$ cat src/rtl/fma16_ctrl.sv
// Sequencing controller for the half-precision FMA datapath: decodes one op at a time,
// holds datapath controls for LATENCY cycles, buffers the result and keeps sticky fflags.
module fma16_ctrl #(
    parameter  int unsigned LATENCY = 1,
    localparam int unsigned DataW   = 16,
    localparam int unsigned FlagW   = 4,
    localparam int unsigned OpW     = 3,
    localparam int unsigned RmW     = 2
) (
    input  logic             clk,
    input  logic             reset,
    input  logic             req_valid,
    output logic             req_ready,
    input  logic [OpW-1:0]   req_op,
    input  logic [DataW-1:0] req_x,
    input  logic [DataW-1:0] req_y,
    input  logic [DataW-1:0] req_z,
    input  logic [RmW-1:0]   req_rm,
    output logic             resp_valid,
    input  logic             resp_ready,
    output logic [DataW-1:0] resp_result,
    output logic [FlagW-1:0] resp_flags,
    output logic [DataW-1:0] dp_x,
    output logic [DataW-1:0] dp_y,
    output logic [DataW-1:0] dp_z,
    output logic             dp_mul,
    output logic             dp_add,
    output logic             dp_negp,
    output logic             dp_negz,
    output logic [RmW-1:0]   dp_rm,
    input  logic [DataW-1:0] dp_result,
    input  logic [FlagW-1:0] dp_flags,
    output logic [FlagW-1:0] fflags,
    input  logic             fflags_clr,
    output logic             busy
);

    localparam int unsigned CntW = 4;

    localparam logic [DataW-1:0] OneHalf  = 16'h3C00;
    localparam logic [DataW-1:0] CanonNan = 16'h7E00;
    localparam logic [FlagW-1:0] FlagNv   = 4'b1000;

    localparam logic [OpW-1:0] OpFmul   = 3'b000;
    localparam logic [OpW-1:0] OpFadd   = 3'b001;
    localparam logic [OpW-1:0] OpFmadd  = 3'b010;
    localparam logic [OpW-1:0] OpFmsub  = 3'b011;
    localparam logic [OpW-1:0] OpFnmadd = 3'b100;
    localparam logic [OpW-1:0] OpFnmsub = 3'b101;

    typedef struct packed {
        logic [DataW-1:0] x;
        logic [DataW-1:0] y;
        logic [DataW-1:0] z;
        logic             mul;
        logic             add;
        logic             negp;
        logic             negz;
        logic [RmW-1:0]   rm;
    } dpCtrl_t;

    typedef enum logic [1:0] {
        IDLE = 2'd0,
        BUSY = 2'd1,
        RESP = 2'd2
    } state_t;

    state_t           state, stateNext;
    logic [CntW-1:0]  cnt, cntNext;
    dpCtrl_t          dpQ, dpNext;
    logic [DataW-1:0] resultQ, resultNext;
    logic [FlagW-1:0] flagsQ, flagsNext;
    logic [FlagW-1:0] fflagsQ, fflagsNext;

    dpCtrl_t          decoded;
    logic             legal;
    logic             readyC;
    logic             acceptC;
    logic             capture;

    assign readyC  = (state == IDLE) || ((state == RESP) && resp_ready);
    assign acceptC = req_valid && readyC;

    // Opcode to datapath control decode; FMUL zeroes z, FADD forces y to 1.0.
    always_comb begin
        decoded.x    = req_x;
        decoded.y    = req_y;
        decoded.z    = req_z;
        decoded.mul  = 1'b1;
        decoded.add  = 1'b1;
        decoded.negp = 1'b0;
        decoded.negz = 1'b0;
        decoded.rm   = req_rm;
        legal        = 1'b1;
        case (req_op)
            OpFmul: begin
                decoded.z   = '0;
                decoded.add = 1'b0;
            end
            OpFadd: begin
                decoded.y   = OneHalf;
                decoded.mul = 1'b0;
            end
            OpFmadd: ;
            OpFmsub:  decoded.negz = 1'b1;
            OpFnmadd: begin
                decoded.negp = 1'b1;
                decoded.negz = 1'b1;
            end
            OpFnmsub: decoded.negp = 1'b1;
            default:  legal = 1'b0;
        endcase
    end

    // Next-state and register-update logic.
    always_comb begin
        stateNext  = state;
        cntNext    = cnt;
        dpNext     = dpQ;
        resultNext = resultQ;
        flagsNext  = flagsQ;
        capture    = 1'b0;
        fflagsNext = fflagsQ;

        case (state)
            IDLE, RESP: begin
                if (acceptC) begin
                    if (legal) begin
                        dpNext    = decoded;
                        cntNext   = CntW'(LATENCY);
                        stateNext = BUSY;
                    end else begin
                        resultNext = CanonNan;
                        flagsNext  = FlagNv;
                        capture    = 1'b1;
                        stateNext  = RESP;
                    end
                end else if ((state == RESP) && resp_ready) begin
                    stateNext = IDLE;
                end
            end
            BUSY: begin
                if (cnt > 4'd1) begin
                    cntNext = cnt - 4'd1;
                end else begin
                    resultNext = dp_result;
                    flagsNext  = dp_flags;
                    capture    = 1'b1;
                    stateNext  = RESP;
                end
            end
            default: stateNext = IDLE;
        endcase

        // Clear applies before accumulating a same-cycle capture.
        if (capture) begin
            fflagsNext = (fflags_clr ? '0 : fflagsQ) | flagsNext;
        end else if (fflags_clr) begin
            fflagsNext = '0;
        end
    end

    always_ff @(posedge clk) begin
        if (reset) begin
            state   <= IDLE;
            cnt     <= '0;
            dpQ     <= '0;
            resultQ <= '0;
            flagsQ  <= '0;
            fflagsQ <= '0;
        end else begin
            state   <= stateNext;
            cnt     <= cntNext;
            dpQ     <= dpNext;
            resultQ <= resultNext;
            flagsQ  <= flagsNext;
            fflagsQ <= fflagsNext;
        end
    end

    assign req_ready   = readyC;
    assign resp_valid  = (state == RESP);
    assign busy        = (state != IDLE);
    assign resp_result = resultQ;
    assign resp_flags  = flagsQ;
    assign fflags      = fflagsQ;
    assign dp_x        = dpQ.x;
    assign dp_y        = dpQ.y;
    assign dp_z        = dpQ.z;
    assign dp_mul      = dpQ.mul;
    assign dp_add      = dpQ.add;
    assign dp_negp     = dpQ.negp;
    assign dp_negz     = dpQ.negz;
    assign dp_rm       = dpQ.rm;

endmodule

$ cat config.mk
export PLATFORM = sky130hd
export DESIGN_NAME = fma16_ctrl
export DESIGN_NICKNAME = d
export VERILOG_FILES = /design/src/rtl/fma16_ctrl.sv
export SDC_FILE = /design/constraint.sdc
export NUM_CORES = 1
export LEC_CHECK = 0
export CORE_UTILIZATION = 40
export CTS_CLUSTER_SIZE = 8
export DETAILED_ROUTE_END_ITERATION = 16
export HOLD_SLACK_MARGIN = 0.06
export PLACE_DENSITY = 0.8
export SLEW_MARGIN = 25
export SYNTH_ARGS = -nofsm -noshare
export SYNTH_HDL_FRONTEND = slang
export SYNTH_SLANG_ARGS = --single-unit
$ cat constraint.sdc
create_clock -name clk -period 1.8 [get_ports clk]
set_input_delay 0.54 -clock clk [delete_from_list [all_inputs] [get_ports clk]]
set_output_delay 0.54 -clock clk [all_outputs]
set_load 0.1 [all_outputs]
==> results.txt, run 1 <==
In the final routed layout, each cell accounts on average for 14.9 µm. Yosys attributes the largest share of cell area to sky130_fd_sc_hd__dfxtp_1, sky130_fd_sc_hd__a21oi_1, sky130_fd_sc_hd__nand2_1. The detailed-routed wire length on met2 is 4950 µm. The worst setup margin is -0.228 ps.

Summed over all layers, the global routing overflow is 0. In this run the clock root is driven by a sky130_fd_sc_hd__clkbuf_8. The power density over cell area is 905 nW/µm². The placed cell area is 5800 µm².

The count of input and output buffers came out at 158. The slew at the pin with the worst max-slew slack is 411 ps. The final cell area excluding filler cells came out at around 6000 µm². Row generation in the floorplan step produced 32 rows.

The cell family contributing the most delay on the critical path is buffers and inverters. The vias after detailed routing came out at 3260. The number of sinks handled by clock tree synthesis came out at between 80 and 90. The analysis attributes to cell leakage a power of 2.32 nW. The checks that failed: design-rule violations, negative setup slack. The fmax is 555 MHz.

roughly 160 I/O pins were placed. The biggest fanout along the worst timing path came out at 2. The mean instance size in the synthesized netlist came out at 8.52 µm². The final wirelength came out at 9550 µm. The required time of the worst setup path came out at 1260 ps.

The insertion delay to the later sink of the worst-skew pair is 350 ps. The number of buffers on the longest clock path is 2. The worst vdd rail ir drop came out at 0.000492 V. The setup slack on the worst flop-to-flop path came out at 100 ps. The clock transition time at the flip-flop clock pins of the worst setup and hold paths is around 80 ps. Setup violations remaining at the end of the flow were counted as 1.

The sequential fraction of the synthesis area came out at 52.9%. The floorplan die width came out at approximately 91 µm. The fraction of final layout cells with drive strength greater than 1 is roughly a quarter.

The H-tree was split into 3 levels. The first detailed-routing pass took 12 iterations. The number of enable-type register cells in the synthesized netlist came out at 0. The share of the synthesized area in the top cell type came out at a little over half.

Registers take 1680 µm². Synthesis inferred 84 register bits. The worst setup path is captured at a primary output.

The first-iteration detailed-routing DRC count is 107. The number of distinct library cell variants in the gate-level netlist after synthesis is 38. The count of nets after finishing came out at slightly above 600.

The min-delay analysis places its worst path in the category reg -> reg. Leaving out fill and tap cells, the most frequent cells in the layout are sky130_fd_sc_hd__buf_12, sky130_fd_sc_hd__nand2_1, sky130_fd_sc_hd__dfxtp_1, sky130_fd_sc_hd__clkdlybuf4s50_1, sky130_fd_sc_hd__a21oi_1. The number of buffers created by CTS is 9. The vertical extent of the die came out at 91.2 µm. The relative slew slack is between 70 and 80%. For this run, the number of Yosys warnings is 0. The uppermost layer routed is met4. The post-route total power is 0.00546 W. The slowest stage of the critical path is the sky130_fd_sc_hd__dlygate4sd2_1 cell.

Across the routed clock network, the largest skew measured is 10.0 ps. 0 antenna diodes ended up in the layout. The detailed-route vias per instance is approximately 5.1.

Max-cap violations in this run came to 0. For this configuration, the core starts out at a cell density of 41.4%. The number of nets produced by synthesis came out at approximately 450. The flow ran to the end, but the final reports show violations. TritonCTS built the clock tree.

Summed over all nets, wire length on met3 after detailed routing comes to 496 µm. For this run, the leading register cell type out of synthesis is sky130_fd_sc_hd__dfxtp_1. Together, buffers and inverters on the worst path number 2. Data arrives at the worst endpoint at 1260 ps. The biggest area contributor in the post-synthesis netlist is sky130_fd_sc_hd__dfxtp_1. The layout overhead on the synthesized area came out at 89.6%.

The total area inside the core boundary comes to 7690 µm². The multi-input combinational cells in the finished layout cover a total of roughly 1400 µm². The final-layout fill cell count came out at 510. The final HPWL from detailed placement came out at 7170 µm.

The hold-fix buffer count after cts came out at 0. The initial antenna violation count is 0. In the synthesized netlist, the number of instances is 373. Subtracting the final worst setup slack from the clock period gives roughly 1800 ps. The number of remaining DRC errors is 1. The worst stage delay on the critical path is around 220 ps. The max-slew violation count came out at 0.

The number of failing hold endpoints at the final stage came out at 0. The mapped netlist covers 3180 µm². The global placer's final weighted congestion came out at 0.743.

The floorplan step defined a die boundary enclosing ~8300 µm². The launching element type of the critical path is an input port. The first-pass GRT wire length is 15300 µm. Entering global routing, the biggest net connects 41 pins. The worst setup path is of the in -> out kind. The via count of the first global-routing pass is 3256. The final antenna-violating net count is 0. The share of flip-flops with an asynchronous set or reset is 0%. The total routing usage reported by global routing came out at between 20% and 30%. The leading cell type in the layout, fill and taps excluded is sky130_fd_sc_hd__buf_12. After detailed routing, the wire length on met1 is about 3800 µm. The final critical-path share of the clock period came out at 100%. The signal on the critical path passes through dlygate4sd2_1 > nand2b_4 > nor2b_4 > buf_12.
-- cell type report --
cell class                 instances  area share [%]
clock buffer                      12            2.24
clock inverter                     4           0.830
inverter                           3           0.187
multi-input combinational        258            22.6
sequential                        84            27.9
tap                              102            2.12
timing repair buffer             180            44.1
-- synth_stat cells, types with 3 or more instances --
| cell | instances |
|---|---|
| sky130_fd_sc_hd__buf_4 | 3 |
| sky130_fd_sc_hd__nand3_1 | 29 |
| sky130_fd_sc_hd__nor2_1 | 16 |
| sky130_fd_sc_hd__o21ai_0 | 9 |
| sky130_fd_sc_hd__o21ai_1 | 4 |
| sky130_fd_sc_hd__o221a_2 | 6 |
| sky130_fd_sc_hd__nand2b_1 | 6 |
| sky130_fd_sc_hd__a211oi_2 | 3 |
| sky130_fd_sc_hd__a21oi_1 | 67 |
| sky130_fd_sc_hd__nor3_1 | 10 |
| sky130_fd_sc_hd__buf_2 | 10 |
| sky130_fd_sc_hd__clkbuf_1 | 11 |
| sky130_fd_sc_hd__nand2_1 | 83 |
| sky130_fd_sc_hd__buf_6 | 3 |
| sky130_fd_sc_hd__dfxtp_1 | 84 |
| sky130_fd_sc_hd__inv_1 | 3 |
-- state kept, by name (all words and copies together) (netlist names), 4 cells and up --
register,flops
dp_x,16
dp_y,16
dp_z,16
resp_result,16
cnt,4
fflags,4
resp_flags,4
-- metrics by stage --
stage	TNS (ps)	worst slack, ps	hold slack [ps]	util (%)	cells
after floorplan	0	41.9	478	-	373
after CTS	0	13.3	493	78.1	642
final	-0.228	-0.228	490	78.4	643
after detailed placement	-18760	-331	482	75.5	625
after global placement	-14500	-282	475	75.5	625
after global routing	-27.0	-19.1	517	78.4	643
-- report_power, final --
part | switching [W] | internal [W]
clock | 0.000651 | 0.000641
sequential | 0.000130 | 0.00198
combinational | 0.00124 | 0.000807
-- repair_timing --
action / 4_1_cts / 5_1_grt
resized for setup: 3 / 6
setup buffers: 1 / 1
setup endpoints to repair: 2 / 27
pin swaps: 0 / 1
-- worst register-to-register path: stages (launching register included) --
cell and delay, ps:
sky130_fd_sc_hd__dfxtp_1 380, sky130_fd_sc_hd__inv_1 90, sky130_fd_sc_hd__ha_1 250, sky130_fd_sc_hd__nor2_2 200, sky130_fd_sc_hd__and3b_2 310, sky130_fd_sc_hd__a22oi_1 240
sky130_fd_sc_hd__a21oi_1 100
-- routing by layer --
metal / vias to the layer above / GRT usage, %
li1: 1599 / -
met1: 1527 / 26.6
met2: 106 / 40.2
met3: 28 / 5.44
met4: 0 / 11.0
met5: - / 0
-- path summary, 6_finish.rpt --
kind / startpoint / endpoint / cells after the start
hold reg to reg: dp_z[11]$_SDFFE_PP0P_ / dp_z[11]$_SDFFE_PP0P_ / 2
hold / removal: dp_z[11]$_SDFFE_PP0P_ / dp_z[11]$_SDFFE_PP0P_ / 2
setup reg to reg: cnt[0]$_SDFFE_PP0P_ / resp_flags[3]$_SDFF_PP0_ / 6
setup / recovery: resp_ready / req_ready / 4
-- logic make-up after synthesis --
logic type	count (synthesis)	share of synthesized area, %
adders and majority gates	2	0.787
buffers and inverters	31	5.12
and+or+nand+nor	159	22.6
xor gates and xnor gates	1	0.276
DFF	84	52.9
muxes	1	0.315
AOI/OAI and AO/OA	95	18.0
No activity file was read; power rests on OpenSTA's default activity.
==> run 2, diff against run 1 <==
--- a/config.mk
+++ b/config.mk
@@ -10,6 +10,7 @@
 export DETAILED_ROUTE_END_ITERATION = 16
 export HOLD_SLACK_MARGIN = 0.06
 export PLACE_DENSITY = 0.8
+export RECOVER_POWER = 50
 export SLEW_MARGIN = 25
 export SYNTH_ARGS = -nofsm -noshare
 export SYNTH_HDL_FRONTEND = slang
==> constraint.sdc (replaced) <==
create_clock -name clk -period 1.9 [get_ports clk]
set_input_delay 0.57 -clock clk [delete_from_list [all_inputs] [get_ports clk]]
set_output_delay 0.57 -clock clk [all_outputs]
set_load 0.1 [all_outputs]
==> run 2 against run 1 <==
  * The flow finishes with violations (design-rule violations)
  * Cell count decreased by 0.62%
  * Clock power decreased by 7%
  * Setup slack improved by 31 ps
  * Total power decreased by 13%
  * Core utilization decreased by 16 points
  * Combinational power decreased by 22%
  * Die area unchanged
  * Count of clock-buffer cells in the layout decreased by 1
  * Non-clock buffer count decreased by 3
  * Highest routed layer unchanged
==> results.txt, run 2 (synthesized netlist as in run 1, its figures left out) <==
For this run, the slowest stage of the critical path takes 230 ps. The starting utilization of the core area is roughly 41%. For the worst flop-to-flop path, the logic depth is 6.

The fraction of final layout cells with drive strength greater than 1 came out at around 25%. The critical path capture point is req_ready. In this run the clock root is driven by a sky130_fd_sc_hd__clkbuf_8. Summed over all layers, the global routing overflow is 0. The setup slack on the worst flop-to-flop path came out at roughly 200 ps.

Internal power comes to 0.00289 W. The worst pin sits at a relative slew slack of 62.2%. The filler-free cell count of the finished design came out at 639. The net load switching power is 0.00184 W.

The number of remaining DRC errors is 1. The worst clock skew came out at ~11 ps. The run finished, with violations left. The worst reg2reg path endpoint is resp_result[10]$_SDFFE_PP0P_. From synthesis to final layout, the design area changed by 50.7%. The final number of setup-violating endpoints is 0.

The number of levels the H-tree was split into is 3. In this run the core area contains 32 standard-cell rows. The power density over cell area is between 900 and 1000 nW/µm². The via count of the first global-routing pass came out at 3199.

The static leakage is 1.99 nW. The first-iteration detailed-routing DRC count is 70. The number of failing hold endpoints at the final stage is 0.

The biggest fanout along the worst timing path is 2. The count of nets after finishing is approximately 610. Measured along the x axis, the die boundary spans 91.2 µm. The kind of capture point of the worst setup path is a primary output. The register share of total power is 41.1%. The largest net degree at the start of global routing is 41. The final antenna-violating net count is 0. The slowest stage of the critical path is the sky130_fd_sc_hd__dlygate4sd2_1 cell. Of the total power, the clock network draws 25.4%.

The first-pass detailed-route iteration total is 10. The worst vdd rail ir drop is approximately 0.00063 V. The worst setup path is of the in -> out kind. After detailed routing, the number of vias per cell comes to 5.02. The start point of the critical path is resp_ready. The global-route track usage on met3 is between 7 and 8%. The worst min-delay path category is reg -> reg. After detailed routing, the total wire length is 9840 µm. At the pin with the least slew margin, the transition time is 569 ps. The post-route total power is 0.00473 W.

The initial antenna violation count is 0. After layout, the worst path uses 98.4% of the clock period. The max-cap check violation count came out at 0. After floorplanning, the core was sized to cover ~7700 µm². TritonCTS built the clock tree. The max-slew violation count came out at 0. The library cells used most frequently in the layout, excluding fill and tap cells, are sky130_fd_sc_hd__nand2_1, sky130_fd_sc_hd__dfxtp_1, sky130_fd_sc_hd__clkdlybuf4s50_1, sky130_fd_sc_hd__a21oi_1, sky130_fd_sc_hd__clkbuf_2. The hold-fix buffer count after cts is 0. The part of the total power dissipated in combinational logic came out at 33.5%. The worst min-delay path startpoint is dp_z[6]$_SDFFE_PP0P_.

After detailed routing, the average wire length per cell comes to 15.4 µm. The area enclosed by the die boundary came out at 8310 µm². The insertion delay to the later sink of the worst-skew pair is 350 ps.

The number of buffers created by CTS is 9. Setup repair after global routing left no endpoint under its margin. The clock transition time at the flip-flop clock pins of the worst setup and hold paths is 80 ps. The vias after detailed routing came out at 3207. The minimum clock period came out at 1870 ps.

The required time of the worst setup path came out at roughly 1300 ps. In this run the count of I/O pins placed on the die edge is 159. Data on the critical path arrives at its endpoint at 1300 ps. The repair_antennas step left the layout with diodes totalling 0. The vertical extent of the die is 91.2 µm. The worst setup path is launched from an input port. The met1 layer usage reported by global route is around a quarter. The count of input and output buffers is 158. The met2 layer usage reported by global route is 43.7%.

The total routing usage reported by global routing is 24.1%. Traced cell by cell, the critical path runs through dlygate4sd2_1 > nand2b_4 > nor2b_4 > buf_12. met2 is the most crowded layer. The global placer's final weighted congestion is 0.747. The switching power as a share of total power is 38.9%.

The first global-routing pass estimated 15800 µm of wire. The hold slack is between 400 and 500 ps. The checks that failed: design-rule violations. Timing would allow up to 535 MHz.

The number of sinks handled by clock tree synthesis is 84. The startpoint identified for the worst register-to-register timing path is cnt[0]$_SDFFE_PP0P_. After legalization and detailed placement, the total HPWL measured 7260 µm. The placed cell count came out at 624. The clock passes through at most 2 buffers.
## run 2: cell count changes in the layout (fill, tap and decap cells not counted), sizes merged
cell           before  now
buf               104   35
clkbuf             12   77
clkdlybuf4s50      73   75
clkinv              1    2
clkinvlp            2    1
dlymetal6s2s        2    0
## run 2: routing by layer
metal	wire, µm	vias up
li1	-	1593
met1	4070	1491
met3	519	20
met5	0	-
met4	272	0
met2	4990	103
## run 2: worst min-delay path by stage
stage                       endpoint  slack, ps  cells past startpoint
2_1_floorplan    cnt[0]$_SDFFE_PP0P_        480                      2
3_3_place_gp    dp_z[4]$_SDFFE_PP0P_        470                      2
3_5_place_dp   dp_z[10]$_SDFFE_PP0P_        480                      2
4_1_cts         dp_z[6]$_SDFFE_PP0P_        490                      2
5_1_grt         dp_x[6]$_SDFFE_PP0P_        480                      2
6_report        dp_z[6]$_SDFFE_PP0P_        450                      2
## run 2: area by class of cell
class | instances | area [µm²]
clock buffers | 11 | 131
repair buffers | 177 | 1430
multi-input cells | 258 | 1350
well taps | 102 | 128
inverters | 3 | 11.3
flip-flops and latches | 84 | 1680
clock inverters | 4 | 51.3
fillers | 670 | 2900
## run 2: what timing repair did
action | CTS | global route
buffers inserted | 0 | 0
pin swaps | 0 | 0
resized for setup | 2 | 1
endpoints found under the setup margin | 1 | 1
## run 2: worst max-delay path: cells and delay by family
family	cells	cell delay [ps]
buf+inv	2	410
simple gates	2	310
## run 2: power groups by stage
stage | registers (W) | logic [W] | clock network (W)
finish | 0.00194 | 0.00159 | 0.00120
global route | 0.00196 | 0.00165 | 0.00132
CTS | 0.00200 | 0.00192 | 0.00124
detailed placement | 0.00205 | 0.00192 | 0
global placement | 0.00204 | 0.00189 | 0
floorplan | 0.00276 | 0.000364 | 0
## run 2: metrics by stage
step	TNS (ps)	worst slack, ps	utilization [%]	instance area (µm²)
3_3_place_gp	-11800	-216	75.1	5770
4_1_cts	0	29.4	77.5	5960
3_5_place_dp	-17370	-326	75.1	5770
5_1_grt	0	9.86	62.3	4790
2_1_floorplan	0	81.9	-	3190
6_report	0	30.3	62.3	4790
==> run 3, diff against run 2 <==
--- a/config.mk
+++ b/config.mk
@@ -6,7 +6,7 @@
 export NUM_CORES = 1
 export LEC_CHECK = 0
 export CORE_UTILIZATION = 40
-export CTS_CLUSTER_SIZE = 8
+export CTS_CLUSTER_SIZE = 30
 export DETAILED_ROUTE_END_ITERATION = 16
 export HOLD_SLACK_MARGIN = 0.06
 export PLACE_DENSITY = 0.8
==> results of run 3 <==
Same layout as run 2: the final DEF is identical, and so are final timing and power.
